### src/rtl/controller_pkg.sv
// KGP miniRISC decoder constants: opcodes, func codes,
// ALU/next-PC/write-back encodings and IR field positions.
package controller_pkg;

  localparam int OPC_HI  = 15;
  localparam int OPC_LO  = 12;
  localparam int RS_HI   = 11;
  localparam int RS_LO   = 7;
  localparam int RT_HI   = 6;
  localparam int RT_LO   = 2;
  localparam int FUNC_HI = 1;
  localparam int FUNC_LO = 0;

  typedef enum logic [3:0] {
    OPC_ALU   = 4'b0000,
    OPC_SHR   = 4'b0001,
    OPC_ADDI  = 4'b0010,
    OPC_COMPI = 4'b0011,
    OPC_SHLLI = 4'b0100,
    OPC_SHRLI = 4'b0101,
    OPC_SHRAI = 4'b0110,
    OPC_LD    = 4'b0111,
    OPC_ST    = 4'b1000,
    OPC_BR    = 4'b1001,
    OPC_BCND  = 4'b1010,
    OPC_BMISC = 4'b1011,
    OPC_CALL  = 4'b1100,
    OPC_RSVD  = 4'b1101,
    OPC_RSV2  = 4'b1110,
    OPC_HALT  = 4'b1111
  } opc_e;

  localparam logic [1:0] F0 = 2'b00;
  localparam logic [1:0] F1 = 2'b01;
  localparam logic [1:0] F2 = 2'b10;
  localparam logic [1:0] F3 = 2'b11;

  typedef enum logic [2:0] {
    OP_ADD  = 3'b000,
    OP_AND  = 3'b001,
    OP_XOR  = 3'b010,
    OP_SHLL = 3'b011,
    OP_SHRL = 3'b100,
    OP_SHRA = 3'b101,
    OP_PASS = 3'b110,
    OP_ADIF = 3'b111
  } op_e;

  typedef enum logic [2:0] {
    SC_SEQ = 3'b000,
    SC_UNC = 3'b001,
    SC_Z   = 3'b010,
    SC_NZ  = 3'b011,
    SC_N   = 3'b100,
    SC_P   = 3'b101,
    SC_C   = 3'b110,
    SC_JR  = 3'b111
  } sc_e;

  typedef enum logic [1:0] {
    SB_ALU  = 2'b00,
    SB_MEM  = 2'b01,
    SB_LINK = 2'b10,
    SB_RSVD = 2'b11
  } sb_e;

  typedef struct packed {
    logic       ssw;
    logic       wr;
    logic       ss;
    logic       spc;
    logic [2:0] sc;
    logic [1:0] sb;
    logic       sa;
    logic [2:0] op;
    logic       diff;
    logic       wa;
    logic       wb;
  } dec_t;

endpackage

### src/rtl/controller_if.sv
// Instruction-in / decode-out bundle between the IR,
// the controller and the datapath.
interface controller_if;
  logic [15:0] IR;
  logic        HLT;
  logic        SSW;
  logic        WR;
  logic        SS;
  logic        SPC;
  logic [2:0]  SC;
  logic [1:0]  SB;
  logic        SA;
  logic [2:0]  OP;
  logic        DIFF;
  logic [4:0]  RTA;
  logic [4:0]  RSA;
  logic        WA;
  logic        WB;

  modport master (
    output IR, HLT,
    input  SSW, WR, SS, SPC, SC, SB, SA,
    input  OP, DIFF, RTA, RSA, WA, WB
  );

  modport slave (
    input  IR, HLT,
    output SSW, WR, SS, SPC, SC, SB, SA,
    output OP, DIFF, RTA, RSA, WA, WB
  );
endinterface

### src/rtl/controller.sv
// KGP miniRISC instruction decoder and halt sequencer.
// Zero-latency decode; the only state is the halted flop.
module controller
  import controller_pkg::*;
(
  input  logic    clk,
  input  logic    rst,
  controller_if.slave bus
);

  logic [3:0] opc;
  logic [1:0] fn;
  logic       halted;
  logic       halted_n;
  logic       gate;
  dec_t       d;

  assign opc = bus.IR[OPC_HI:OPC_LO];
  assign fn  = bus.IR[FUNC_HI:FUNC_LO];

  always_ff @(posedge clk) begin
    if (rst) halted <= 1'b0;
    else     halted <= halted_n;
  end

  always_comb begin
    halted_n = halted;
    if (opc == OPC_HALT) halted_n = 1'b1;
  end

  always_comb begin
    d     = '0;
    d.spc = 1'b1;
    unique case (opc)
      OPC_ALU: begin
        d.wr = 1'b1;
        unique case (fn)
          F0: d.op = OP_ADD;
          F1: d.diff = 1'b1;
          F2: d.op = OP_AND;
          F3: d.op = OP_XOR;
          default: ;
        endcase
      end
      OPC_SHR: begin
        d.wr = 1'b1;
        unique case (fn)
          F0: begin d.ssw = 1'b1; d.op = OP_SHLL; end
          F1: begin d.ssw = 1'b1; d.op = OP_SHRL; end
          F2: begin d.ssw = 1'b1; d.op = OP_SHRA; end
          F3: d.op = OP_ADIF;
          default: ;
        endcase
      end
      OPC_ADDI: begin
        d.wr = 1'b1;
        d.ss = 1'b1;
      end
      OPC_COMPI: begin
        d.wr   = 1'b1;
        d.ss   = 1'b1;
        d.op   = OP_PASS;
        d.diff = 1'b1;
      end
      OPC_SHLLI: begin
        d.wr = 1'b1; d.ss = 1'b1; d.op = OP_SHLL;
      end
      OPC_SHRLI: begin
        d.wr = 1'b1; d.ss = 1'b1; d.op = OP_SHRL;
      end
      OPC_SHRAI: begin
        d.wr = 1'b1; d.ss = 1'b1; d.op = OP_SHRA;
      end
      OPC_LD: begin
        d.wr = 1'b1;
        d.ss = 1'b1;
        d.wb = 1'b1;
        d.sb = SB_MEM;
      end
      OPC_ST: begin
        d.ss = 1'b1;
        d.wa = 1'b1;
      end
      OPC_BR: begin
        d.sa = 1'b1; d.ss = 1'b1; d.sc = SC_UNC;
      end
      OPC_BCND: begin
        d.sa = 1'b1;
        d.ss = 1'b1;
        unique case (fn)
          F0: d.sc = SC_Z;
          F1: d.sc = SC_NZ;
          F2: d.sc = SC_N;
          F3: d.sc = SC_P;
          default: ;
        endcase
      end
      OPC_BMISC: begin
        unique case (fn)
          F0: begin d.sa = 1'b1; d.ss = 1'b1; d.sc = SC_C; end
          // BNC: branch target computed but never taken
          F1: begin d.sa = 1'b1; d.ss = 1'b1; d.sc = SC_SEQ; end
          F2: d.sc = SC_JR;
          F3: ;
          default: ;
        endcase
      end
      OPC_CALL: begin
        d.sa = 1'b1;
        d.ss = 1'b1;
        d.sc = SC_UNC;
        d.wr = 1'b1;
        d.sb = SB_LINK;
      end
      OPC_HALT: d.spc = 1'b0;
      default: ;
    endcase
  end

  assign gate = halted | bus.HLT | rst;

  always_comb begin
    bus.SSW  = d.ssw;
    bus.SS   = d.ss;
    bus.SC   = d.sc;
    bus.SB   = d.sb;
    bus.SA   = d.sa;
    bus.OP   = d.op;
    bus.DIFF = d.diff;
    bus.SPC  = d.spc & ~gate;
    bus.WR   = d.wr  & ~gate;
    bus.WA   = d.wa  & ~gate;
    bus.WB   = d.wb  & ~gate;
    bus.RSA  = bus.IR[RS_HI:RS_LO];
    bus.RTA  = bus.IR[RT_HI:RT_LO];
  end

endmodule

### src/flat_wrapper.sv
// flat-port wrapper written by rule: the top's interface ports become plain ports
module controller_flat import controller_pkg::*;
  (clk, rst, bus_IR, bus_HLT, bus_SSW, bus_WR, bus_SS, bus_SPC, bus_SC, bus_SB, bus_SA, bus_OP, bus_DIFF, bus_RTA, bus_RSA, bus_WA, bus_WB);
  controller_if bus_i ();
  input  logic clk;
  input  logic rst;
  input wire logic [$bits(bus_i.IR)-1:0] bus_IR;
  input wire logic [$bits(bus_i.HLT)-1:0] bus_HLT;
  output wire logic [$bits(bus_i.SSW)-1:0] bus_SSW;
  output wire logic [$bits(bus_i.WR)-1:0] bus_WR;
  output wire logic [$bits(bus_i.SS)-1:0] bus_SS;
  output wire logic [$bits(bus_i.SPC)-1:0] bus_SPC;
  output wire logic [$bits(bus_i.SC)-1:0] bus_SC;
  output wire logic [$bits(bus_i.SB)-1:0] bus_SB;
  output wire logic [$bits(bus_i.SA)-1:0] bus_SA;
  output wire logic [$bits(bus_i.OP)-1:0] bus_OP;
  output wire logic [$bits(bus_i.DIFF)-1:0] bus_DIFF;
  output wire logic [$bits(bus_i.RTA)-1:0] bus_RTA;
  output wire logic [$bits(bus_i.RSA)-1:0] bus_RSA;
  output wire logic [$bits(bus_i.WA)-1:0] bus_WA;
  output wire logic [$bits(bus_i.WB)-1:0] bus_WB;
  assign bus_i.IR = bus_IR;
  assign bus_i.HLT = bus_HLT;
  assign bus_SSW = bus_i.SSW;
  assign bus_WR = bus_i.WR;
  assign bus_SS = bus_i.SS;
  assign bus_SPC = bus_i.SPC;
  assign bus_SC = bus_i.SC;
  assign bus_SB = bus_i.SB;
  assign bus_SA = bus_i.SA;
  assign bus_OP = bus_i.OP;
  assign bus_DIFF = bus_i.DIFF;
  assign bus_RTA = bus_i.RTA;
  assign bus_RSA = bus_i.RSA;
  assign bus_WA = bus_i.WA;
  assign bus_WB = bus_i.WB;
  controller u_core (.clk(clk), .rst(rst), .bus(bus_i));
endmodule
### config.mk
export PLATFORM = sky130hd
export DESIGN_NAME = controller_flat
export DESIGN_NICKNAME = d
export VERILOG_FILES = /design/src/rtl/controller_pkg.sv /design/src/rtl/controller_if.sv /design/src/rtl/controller.sv /design/src/flat_wrapper.sv
export SDC_FILE = /design/constraint.sdc
export NUM_CORES = 1
export LEC_CHECK = 0
export ABC_AREA = 1
export CAP_MARGIN = 10
export CELL_PAD_IN_SITES_DETAIL_PLACEMENT = 1
export CELL_PAD_IN_SITES_GLOBAL_PLACEMENT = 1
export CORE_AREA = 3 3 61 63
export CTS_BUF_LIST = sky130_fd_sc_hd__clkbuf_8
export CTS_CLUSTER_DIAMETER = 200
export CTS_CLUSTER_SIZE = 24
export DETAILED_ROUTE_END_ITERATION = 7
export DIE_AREA = 0 0 64 66
export PLACE_DENSITY_LB_ADDON = 0.05
export SLEW_MARGIN = 10
export SYNTH_ARGS = -nofsm -noshare
export SYNTH_HDL_FRONTEND = slang
export SYNTH_SLANG_ARGS = --single-unit
### constraint.sdc
create_clock -name clk -period 0.9 [get_ports clk]
set_input_delay 0.135 -clock clk [delete_from_list [all_inputs] [get_ports clk]]
set_output_delay 0.135 -clock clk [all_outputs]
set_load 0.02 [all_outputs]
---- Word level (Yosys, flattened, before mapping) ----
Index checks and enable logic that the tools add are counted.
operators by class
  bitwise operators ....................... 7
  reductions and logical operators ........ 8
  mux-type cells .......................... 18
  equality and inequality tests ........... 16
operators with widths
  cell                                            count
  == test 4 bit (second input constant)           6
  case mux 3 bit (4 select lines)                 2
  case mux 3 bit (6 select lines)                 1
  == test 4 x 3 -> 1 bit (second input constant)  4
  OR reduction 10 bit                             1
  case mux 3 bit (3 select lines)                 1
  OR reduction 9 bit                              1
  == test 4 x 2 -> 1 bit (second input constant)  2
  2-to-1 mux 1 bit                                8
  case mux 2 bit (2 select lines)                 2
  case mux 1 bit (2 select lines)                 3
  case mux 3 bit (2 select lines)                 1
  OR reduction 3 bit                              2
  AND 1 bit                                       4
  == test 2 bit (second input constant)           2
  == test 4 x 1 -> 1 bit (second input constant)  1
  zero test 4 bit                                 1
  OR reduction 2 bit                              2
  == test 2 x 1 -> 1 bit (second input constant)  1
  zero test 2 bit                                 1
  bitwise OR 1 bit                                2
  inverter 1 bit                                  1
storage, ports and cells
  register bits after elaboration ......... 1

---- Depth between registers and ports, before layout ----
Gate-level depths: netlist of the first run.
  depth in word-level cells ............... 4
  mapped depth ............................ 7
  depth with buffers taken out ............ 6

---- Least setup slack after synthesis of the first run ----
OpenSTA, ideal clock, no wires.
  path type ............................... flip-flop to output port
  start ................................... register u_core.halted
  end ..................................... output bus_WA
  slack ................................... -166 ps
  data arrival time ....................... 931 ps
  stages on the path, launching flop included .. 4
  path through ............................ dfxtp_1 > nor2_1 > nand2_1 > nor3_1
between the ends
  longest elaborated chain between the ends .. 4
ends and longest elaborated chain
  what                           RTL line            RTL
  start: declaration             controller.sv:13    logic halted;
  start signal: assignment       controller.sv:23    else halted <= halted_n;
  bitwise OR 1 bit (2 in a row)  controller.sv:120   assign gate = halted | bus.HLT | rst;
  inverter 1 bit                 controller.sv:132   bus.WA = d.wa & ~gate;
  AND 1 bit                      controller.sv:132
  end: declaration               flat_wrapper.sv:20  output wire logic [$bits(bus_i.WA)-1:0] bus_WA;
No other way between the ends.

---- Final worst setup path of the first run ----
  start ................................... input bus_IR[1]
  end ..................................... output bus_SC[0]
between the ends
  longest elaborated chain between the ends .. 3
  elaborated cells on any way between the ends .. 7
  classes of those cells .................. eq/ne: 3; mux: 3; reduce/logical: 1
ends and longest elaborated chain
  what                                                                                       RTL line                            RTL
  start: declaration                                                                         flat_wrapper.sv:7                   input wire logic [$bits(bus_i.IR)-1:0] bus_IR;
  == test 2 bit (tied with other cells)                                                      controller.sv:90                    unique case (fn)
  case mux 3 bit (4 select lines) / case mux 3 bit (2 select lines) (equally long branches)  controller.sv:90, controller.sv:99
  case mux 3 bit (3 select lines) (*)                                                        controller.sv:34                    unique case (opc)
  end: declaration                                                                           flat_wrapper.sv:13                  output wire logic [$bits(bus_i.SC)-1:0] bus_SC;
Mark *: on every way between the ends. The rest lies on a longest branch, timed or not.

==> impl_metrics.ini, run 1 <==
[setup_path]
cp-endpoint = bus_SC[0]
cp_max_fo = 5
required_ns = 0.76
critPathArrivalTime_ns = 0.85
cp-startpoint = bus_IR[1]
start_kind = input port
reg2reg_to = u_core.halted
r2r_slack_ns = 0.21
r2r_start = u_core.halted
cp-end-kind = output pin
rr_worst_depth = 3
worstSetupPathType = input port to output pin

[clock_tree]
cts_hold_buffers = 0
clock_latency_ns = 0

[die]
num_rows = 21
fp.dieH_um = 66
ios = 45
fp.dieArea_mm2 = 0.00422
dieWidth_um = 64
coreArea_mm2 = 0.00328
initial_core_util = 0.163

[final_layout]
area_growth_pct = 141
fillCellCount = 389
final_cell_mix = buf_6 (22), buf_4 (13), nand2_1 (12)
top_register = u_core.halted
reg.largest.list = u_core.halted x1
largest_reg_flops = 1
fin_area_mm2 = 0.00129
final_common_cell = buf_6
antennaDiodeCount = 0
drive_above_1_share = 0.794
fin_nets = 153

[sta]
period_needed_ns = 0.981
slew_violations = 0
max_freq_mhz = 1020
worst_pin_slew_ns = 0.142
slew_headroom = 0.905
fin_ws_ns = -0.0806
fin_crit_sh = 1.09
finalSetupViolCount = 12
finalHoldViolCount = 0
rsz0062_at_grt = true
skew_ns = 0

[place]
dpl_worst_slack_ns = -1.13
hpwlAfterDp_mm = 1.47
placed_area_um2 = 828
port_buffers = 24
place_congestion = 0.726

[global_routing]
grt_pass1_wl_mm = 2.84
track_usage = 0.0809
grt_overflow_total = 0
grt_pass1_vias = 615
antenna_found_initial = 0
grt_max_degree = 6

[detailed_routing]
ant_nets = 0
first_pass_iters = 2
routed-via-count = 658
routedWlPerCell_um = 10.1
viasPerCell = 3.83
drc = 0
wirelength_mm = 1.74
drt_iter0_drc = 6

[pwr]
leakagePower_nw = 0.597
ir_worst_vdd_uv = 152
power.total_mw = 0.608
pwr_density_cell_mw_per_mm2 = 470

[synthesis]
syn_avg_cell_area_um2 = 5.37
yosysWarnings = 0
yosysUniqueCellTypes = 12
synth_seq_area_share = 0.0373
synthesis.nets = 125
syn_area_um2 = 537
syn_inst = 100
ys_ff_latch = 1

[status]
status = finished with violations
violations = negative setup slack

[hold_path]
hold_class = input port to output pin

[job]
max-cap-violations = 0
## per-layer routing
metal,wire [µm],vias up,part of all wire,GRT usage
met2,970,15,0.56,0.161
met4,4,0,0.0023,0.00539
met5,0,-,0,0
li1,-,340,-,-
met3,101,2,0.058,0.0119
met1,666,301,0.38,0.0930
## per-stage QoR
step                      hold WS (ns)  TNS (ns)  std cells  utilization
after floorplan                  0.207   -0.0836        100            -
after global placement           0.270    -17.32        167        0.252
after detailed placement         0.270    -17.45        167        0.252
after CTS                        0.270    -0.866        170        0.328
after global routing             0.270     -1.20        172        0.394
final                            0.270    -0.617        172        0.394
## kinds of logic after synthesis
group	Yosys count	synth area share
adder cells (fa/ha/maj)	6	0.140
AO/OA/AOI/OAI	5	0.0466
buffers and inverters	33	0.357
flip-flops	1	0.0373
AND/OR/NAND/NOR	55	0.420
## final cells by class
type | count | area [µm²] | share of cell area
Tap cell | 46 | 57.6 | 0.0444
Timing Repair Buffer | 44 | 485 | 0.375
Sequential cell | 1 | 21.3 | 0.0164
Multi-Input combinational cell | 66 | 617 | 0.476
Inverter | 15 | 114 | 0.0879
## worst max-delay path, cell delays in order
cell and delay, ns:
buf_12 0.11, inv_8 0.06, ha_4 0.16, nor2_1 0.05, nor2_1 0.08, nand2_1 0.07, nand3_2 0.06, buf_6 0.11
## worst min-delay path by stage
stage / from / end / slack [ns] / cells past startpoint
2_1_floorplan: rst / u_core.halted / 0.21 / 1
3_3_place_gp: bus_IR[11] / bus_RSA[4] / 0.27 / 0
3_5_place_dp: bus_IR[11] / bus_RSA[4] / 0.27 / 0
4_1_cts: bus_IR[11] / bus_RSA[4] / 0.27 / 0
5_1_grt: bus_IR[10] / bus_RSA[3] / 0.27 / 0
6_report: bus_IR[9] / bus_RSA[2] / 0.27 / 0
## repair_timing
action / CTS / global route
gates resized for setup: 202 / 53
setup endpoints to repair: 17 / 17
buffers inserted: 3 / 2
pin swaps: 19 / 19
## where the power goes
| group | switching [mW] | total, mW | internal [mW] |
|---|---|---|---|
| sequential | 0.00165 | 0.0488 | 0.0472 |
| clock | 0 | 0 | 0 |
| combinational | 0.279 | 0.560 | 0.280 |
## Yosys cell counts
| library cell | count | area, µm² |
|---|---|---|
| a21oi_1 | 1 | 5.00 |
| buf_4 | 18 | 135 |
| dfxtp_1 | 1 | 20.0 |
| ha_1 | 6 | 75.1 |
| inv_1 | 15 | 56.3 |
| nand2_1 | 26 | 97.6 |
| nand2_2 | 1 | 6.26 |
| nand3_1 | 5 | 25.0 |
| nor2_1 | 20 | 75.1 |
| nor2_4 | 1 | 11.3 |
| nor3_1 | 2 | 10.0 |
| o21ai_0 | 4 | 20.0 |
Note: power is estimated with default switching activity, not from simulation.
==> run 2, diff against run 1 <==
--- a/config.mk
+++ b/config.mk
@@ -16,6 +16,7 @@
 export DETAILED_ROUTE_END_ITERATION = 7
 export DIE_AREA = 0 0 64 66
 export PLACE_DENSITY_LB_ADDON = 0.05
+export SKIP_CTS_REPAIR_TIMING = 1
 export SLEW_MARGIN = 10
 export SYNTH_ARGS = -nofsm -noshare
 export SYNTH_HDL_FRONTEND = slang
==> impl_metrics.ini, run 2 (same netlist as run 1, synthesis figures left out) <==
[global_routing]
antenna_found_initial = 0
track_usage = 0.0730
grt_overflow_total = 0
grt_pass1_vias = 588
grt_max_degree = 6
grt_pass1_wl_mm = 2.58

[final_layout]
multiInputGateArea_um2 = 606
drive_above_1_share = 0.769
post-route-util = 0.373
final_cell_mix = buf_6 (16), buf_4 (13), nand2_1 (12)
top_register = u_core.halted
area_growth_pct = 128
seq_area_um2 = 21.3
largest_reg_flops = 1
fin_nets = 148
final_common_cell = buf_6
reg.largest.list = u_core.halted x1
fillCellCount = 388
antennaDiodeCount = 0

[sta]
timing.hold.ws_ns = 0.270
slew_violations = 0
max_freq_mhz = 990
slew_headroom = 0.901
fin_crit_sh = 1.12
fin_ws_ns = -0.110
rsz0062_at_grt = true
worst_pin_slew_ns = 0.148
skew_ns = 0
period_needed_ns = 1.01
finalHoldViolCount = 0
finalSetupViolCount = 12

[hold_path]
whs_path_depth = 0
hold_class = input port to output pin
holdPathEnd = bus_RSA[2]
hp-start = bus_IR[9]

[detailed_routing]
drt_iter0_drc = 5
routed-via-count = 649
wirelength_mm = 1.81
drc = 0
viasPerCell = 3.89
first_pass_iters = 4
ant_nets = 0
routedWlPerCell_um = 10.8

[place]
place_congestion = 0.726
hpwlAfterDp_mm = 1.47
port_buffers = 24

[die]
ios = 45
num_rows = 21
fp.dieArea_mm2 = 0.00422
coreArea_mm2 = 0.00328
fp.dieH_um = 66
dieWidth_um = 64
initial_core_util = 0.163

[setup_path]
crit_path_max_incr_delay_ns = 0.13
cp_max_fo = 5
cp_top_family = buffers and inverters
reg2reg_to = u_core.halted
start_kind = input port
rr_worst_depth = 3
critPathArrivalTime_ns = 0.88
required_ns = 0.76
r2r_slack_ns = 0.21
crit_chain = buf_12 > clkinv_8 > buf_6 > nand2_4 > nor2_2 > nor2_2 > nand3_2 > buf_6
cp-end-kind = output pin
r2r_start = u_core.halted
worstSetupPathType = input port to output pin
critPathBufInv = 4
slowest_stage = buf_6

[pwr]
pwr_density_cell_mw_per_mm2 = 469
leakagePower_nw = 0.577
ir_worst_vdd_uv = 138

[clock_tree]
clock_latency_ns = 0

[status]
status = finished with violations
violations = negative setup slack

[job]
max-cap-violations = 0
-- run 2: how the worst max path moves through the flow --
stage / startpoint / endpoint / slack (ns) / cells past startpoint
2_1_floorplan: u_core.halted / bus_SPC / -0.04 / 3
5_1_grt: bus_IR[1] / bus_SC[0] / -0.17 / 8
3_5_place_dp: bus_IR[0] / bus_OP[1] / -1.13 / 7
3_3_place_gp: bus_IR[0] / bus_OP[1] / -1.11 / 7
4_1_cts: bus_IR[0] / bus_OP[1] / -1.13 / 7
6_report: bus_IR[15] / bus_OP[1] / -0.11 / 8
-- run 2: stage by stage --
| step | total power [mW] | TNS [ns] | cells | cell area [µm²] | worst slack, ns |
|---|---|---|---|---|---|
| 2_1_floorplan | 0.287 | -0.0836 | 100 | 557 | -0.0353 |
| 5_1_grt | 0.615 | -1.47 | 167 | 1230 | -0.169 |
| 3_5_place_dp | 0.383 | -17.45 | 167 | 828 | -1.13 |
| 3_3_place_gp | 0.383 | -17.32 | 167 | 828 | -1.11 |
| 6_report | 0.575 | -0.800 | 167 | 1230 | -0.110 |
| 4_1_cts | 0.385 | -17.52 | 167 | 828 | -1.13 |
-- run 2: final cells by class --
class / instances / share of cell area
repair buffers: 39 / 0.345
inverters: 15 / 0.0969
multi-input cells: 66 / 0.494
flip-flops and latches: 1 / 0.0173
well taps: 46 / 0.0469
-- run 2: worst register-to-register path, delay by kind of cell (launching register included) --
kind                   cells  cell delay, ns
DFF                        1            0.31
and+or+nand+nor            2            0.13
buffers and inverters      1            0.12
-- run 2: power breakdown --
group	total, mW	internal (mW)	switching [mW]
clock network	0	0	0
logic	0.526	0.254	0.272
registers	0.0488	0.0472	0.00162
-- run 2: per-layer routing --
metal | up-vias | wire length, µm | track usage
li1 | 326 | - | -
met1 | 306 | 697 | 0.0920
met2 | 15 | 1020 | 0.141
met4 | 0 | 4 | 0.00539
met5 | - | 0 | 0
met3 | 2 | 84 | 0.00340
==> RTL change: new RTL, settings of run 2 <==
Reset style: asynchronous (`rst`), changed in one clocked block.
--- a/src/rtl/controller.sv
+++ b/src/rtl/controller.sv
@@ -20,3 +20,3 @@
 
-  always_ff @(posedge clk) begin
+  always_ff @(posedge clk or posedge rst) begin
     if (rst) halted <= 1'b0;
Check against the original RTL: no difference found for any inputs over 10 cycles, from zero or initial values and one cycle with rst high; that may be too few to reach the edited logic, so the function may still have changed.
==> RTL change against run 2 <==
- the run still ends with negative setup slack left
- wire length rose by 6.9%
- largest power group unchanged
- sequential cell count did not move
- maximum frequency fell by 12%
- total power fell by 11%
- cell area fell by 6.9%
- register-to-register slack got worse by 70 ps
- synthesized area rose by 7.0%
- setup slack got worse by 140 ps
- combinational power fell by 13%
==> RTL change: results (changes against run 2) <==
| Metric | Value |
|---|---|
| Leak | 0.585 nW (was 0.577 nW) |
| Cells after Synth | 99 (was 100) |
| Max-Slew Margin vs Limit | 0.855 (was 0.901) |
| Final WS setup | -253 ps (was -110 ps) |
| Status | complete, but fails checks (unchanged) |
| Vias per cell | 3.81 (was 3.89) |
| Hold Path Class | in -> async (was in -> out) |
| Synth warnings | 0 (unchanged) |
| Worst vdd ir | 0.155 mV (was 0.138 mV) |
| Share of flip-flops with an asynchronous set or reset | 1.00 (was 0) |
| GRT Util Overall | 0.0902 (was 0.0730) |
| Synth Area in Adders | 0.131 (was 0.140) |
| Nets | 159 (was 148) |
| Final estimated routing congestion in global placement | 0.682 (was 0.726) |
| Post-Place Cells | 172 (was 167) |
| Main synth FF type | dfrtp_1 (was dfxtp_1) |
| Post-synthesis mux area share | 0 (unchanged) |
| Post-synth top cells | 24 x nand2_1, 18 x buf_4, 11 x inv_1 (was 26 x nand2_1, 20 x nor2_1, 18 x buf_4) |
| Setup Skew | 0 ps (unchanged) |
| Port bufs | 24 (unchanged) |
| Failing checks | negative setup slack (unchanged) |
| First-pass GRT wire length | 3.17 mm (was 2.58 mm) |
| Setup Viol. Count Final | 16 (was 12) |
| Clk slew on worst S/H paths | 0 ps |
| Synth cell types | 20 (was 12) |
| Largest net degree at the start of global routing | 6 (unchanged) |
| Routed WL | 1.93 mm (was 1.81 mm) |
| Synth Area in XOR/XNOR | 0 (unchanged) |
| Synth top area cells | buf_4 24%, nand2_1 16%, ha_1 13%, inv_1 7.2%, nor2_1 5.9% (was buf_4 25%, nand2_1 18%, ha_1 14%, nor2_1 14%, inv_1 10%) |
| Sequential element share of the synthesized area | 0.0436 (was 0.0373) |
| Highest fanout seen on the critical path | 5 (unchanged) |
| Share of cells above drive strength 1 | 0.674 (was 0.769) |
| Data arrival, critical path | 1020 ps (was 880 ps) |
| Final HPWL DP | 1.64 mm (was 1.47 mm) |
| Global route total overflow | 0 (unchanged) |
| Post-synthesis compound-gate area fraction | 0.102 (was 0.0466) |
| Vias in the first global route | 694 (was 588) |
| Worst-Skew Late Latency | 0 ps (about the same) |
| Crit-path max cell delay | 180 ps (was 130 ps) |
| Antenna violations before repair | 0 (unchanged) |
| DR iter-0 viols | 17 (was 5) |
| CP max stage cell | nor2_4 (was buf_6) |
| Post-Syn Nets | 124 (was 125) |
| Final non-filler cell total | 178 (was 167) |
| Diode count | 0 (unchanged) |
| Drt first pass iters | 4 (unchanged) |
| Largest regs | u_core.halted x1 (unchanged) |
-- RTL change: cell types whose count changed after synthesis, moves of 3 or more --
cell	run 2	this run
inv_1	15	11
inv_2	0	5
nor2_1	20	9
o21ai_0	4	0
o21ai_1	0	3
-- RTL change: power breakdown --
part | internal (mW) | leakage, nW | switching, mW
Clock | 0 | 0 | 0
Combinational | 0.226 | 0.576 | 0.234
Sequential | 0.0482 | 0.00900 | 0.00153
Total | 0.275 | 0.585 | 0.235
-- RTL change: critical path, delay by kind of cell --
family / cells / cell delay [ps]
buffers and inverters: 4 / 410
AND/OR/NAND/NOR: 4 / 480
-- RTL change: worst paths after layout --
path / depth (start not counted) / start / slack [ps] / endpoint
setup / recovery: 8 / bus_IR[14] / -250 / bus_SC[0]
hold / removal: 4 / rst / 230 / u_core.halted
setup reg to reg: 2 / u_core.halted / 140 / u_core.halted
hold reg to reg: 2 / u_core.halted / 570 / u_core.halted
max in group asynchronous: 4 / rst / 590 / u_core.halted
min in group clk: 0 / bus_IR[8] / 270 / bus_RSA[1]
-- RTL change: stage by stage --
step | TNS [ps] | util | area (um2) | worst slack [ps]
2_1_floorplan | -349 | - | 712 | -119
3_3_place_gp | -17970 | 0.308 | 1010 | -1170
3_5_place_dp | -17770 | 0.308 | 1010 | -1160
4_1_cts | -17950 | 0.308 | 1010 | -1170
5_1_grt | -3680 | 0.347 | 1140 | -310
6_report | -2610 | 0.347 | 1140 | -253
-- RTL change: final cells by class --
type                    instances  area [um2]
flip-flops and latches          1        25.0
inverters                      17        78.8
fillers                       414        2140
well taps                      46        57.6
multi-input cells              62         503
repair buffers                 52         477
-- RTL change: per-layer routing --
metal	share of wire	track usage
met1	0.46	0.127
met4	0	0.00270
met3	0.054	0.0102
met2	0.48	0.154
met5	0	0
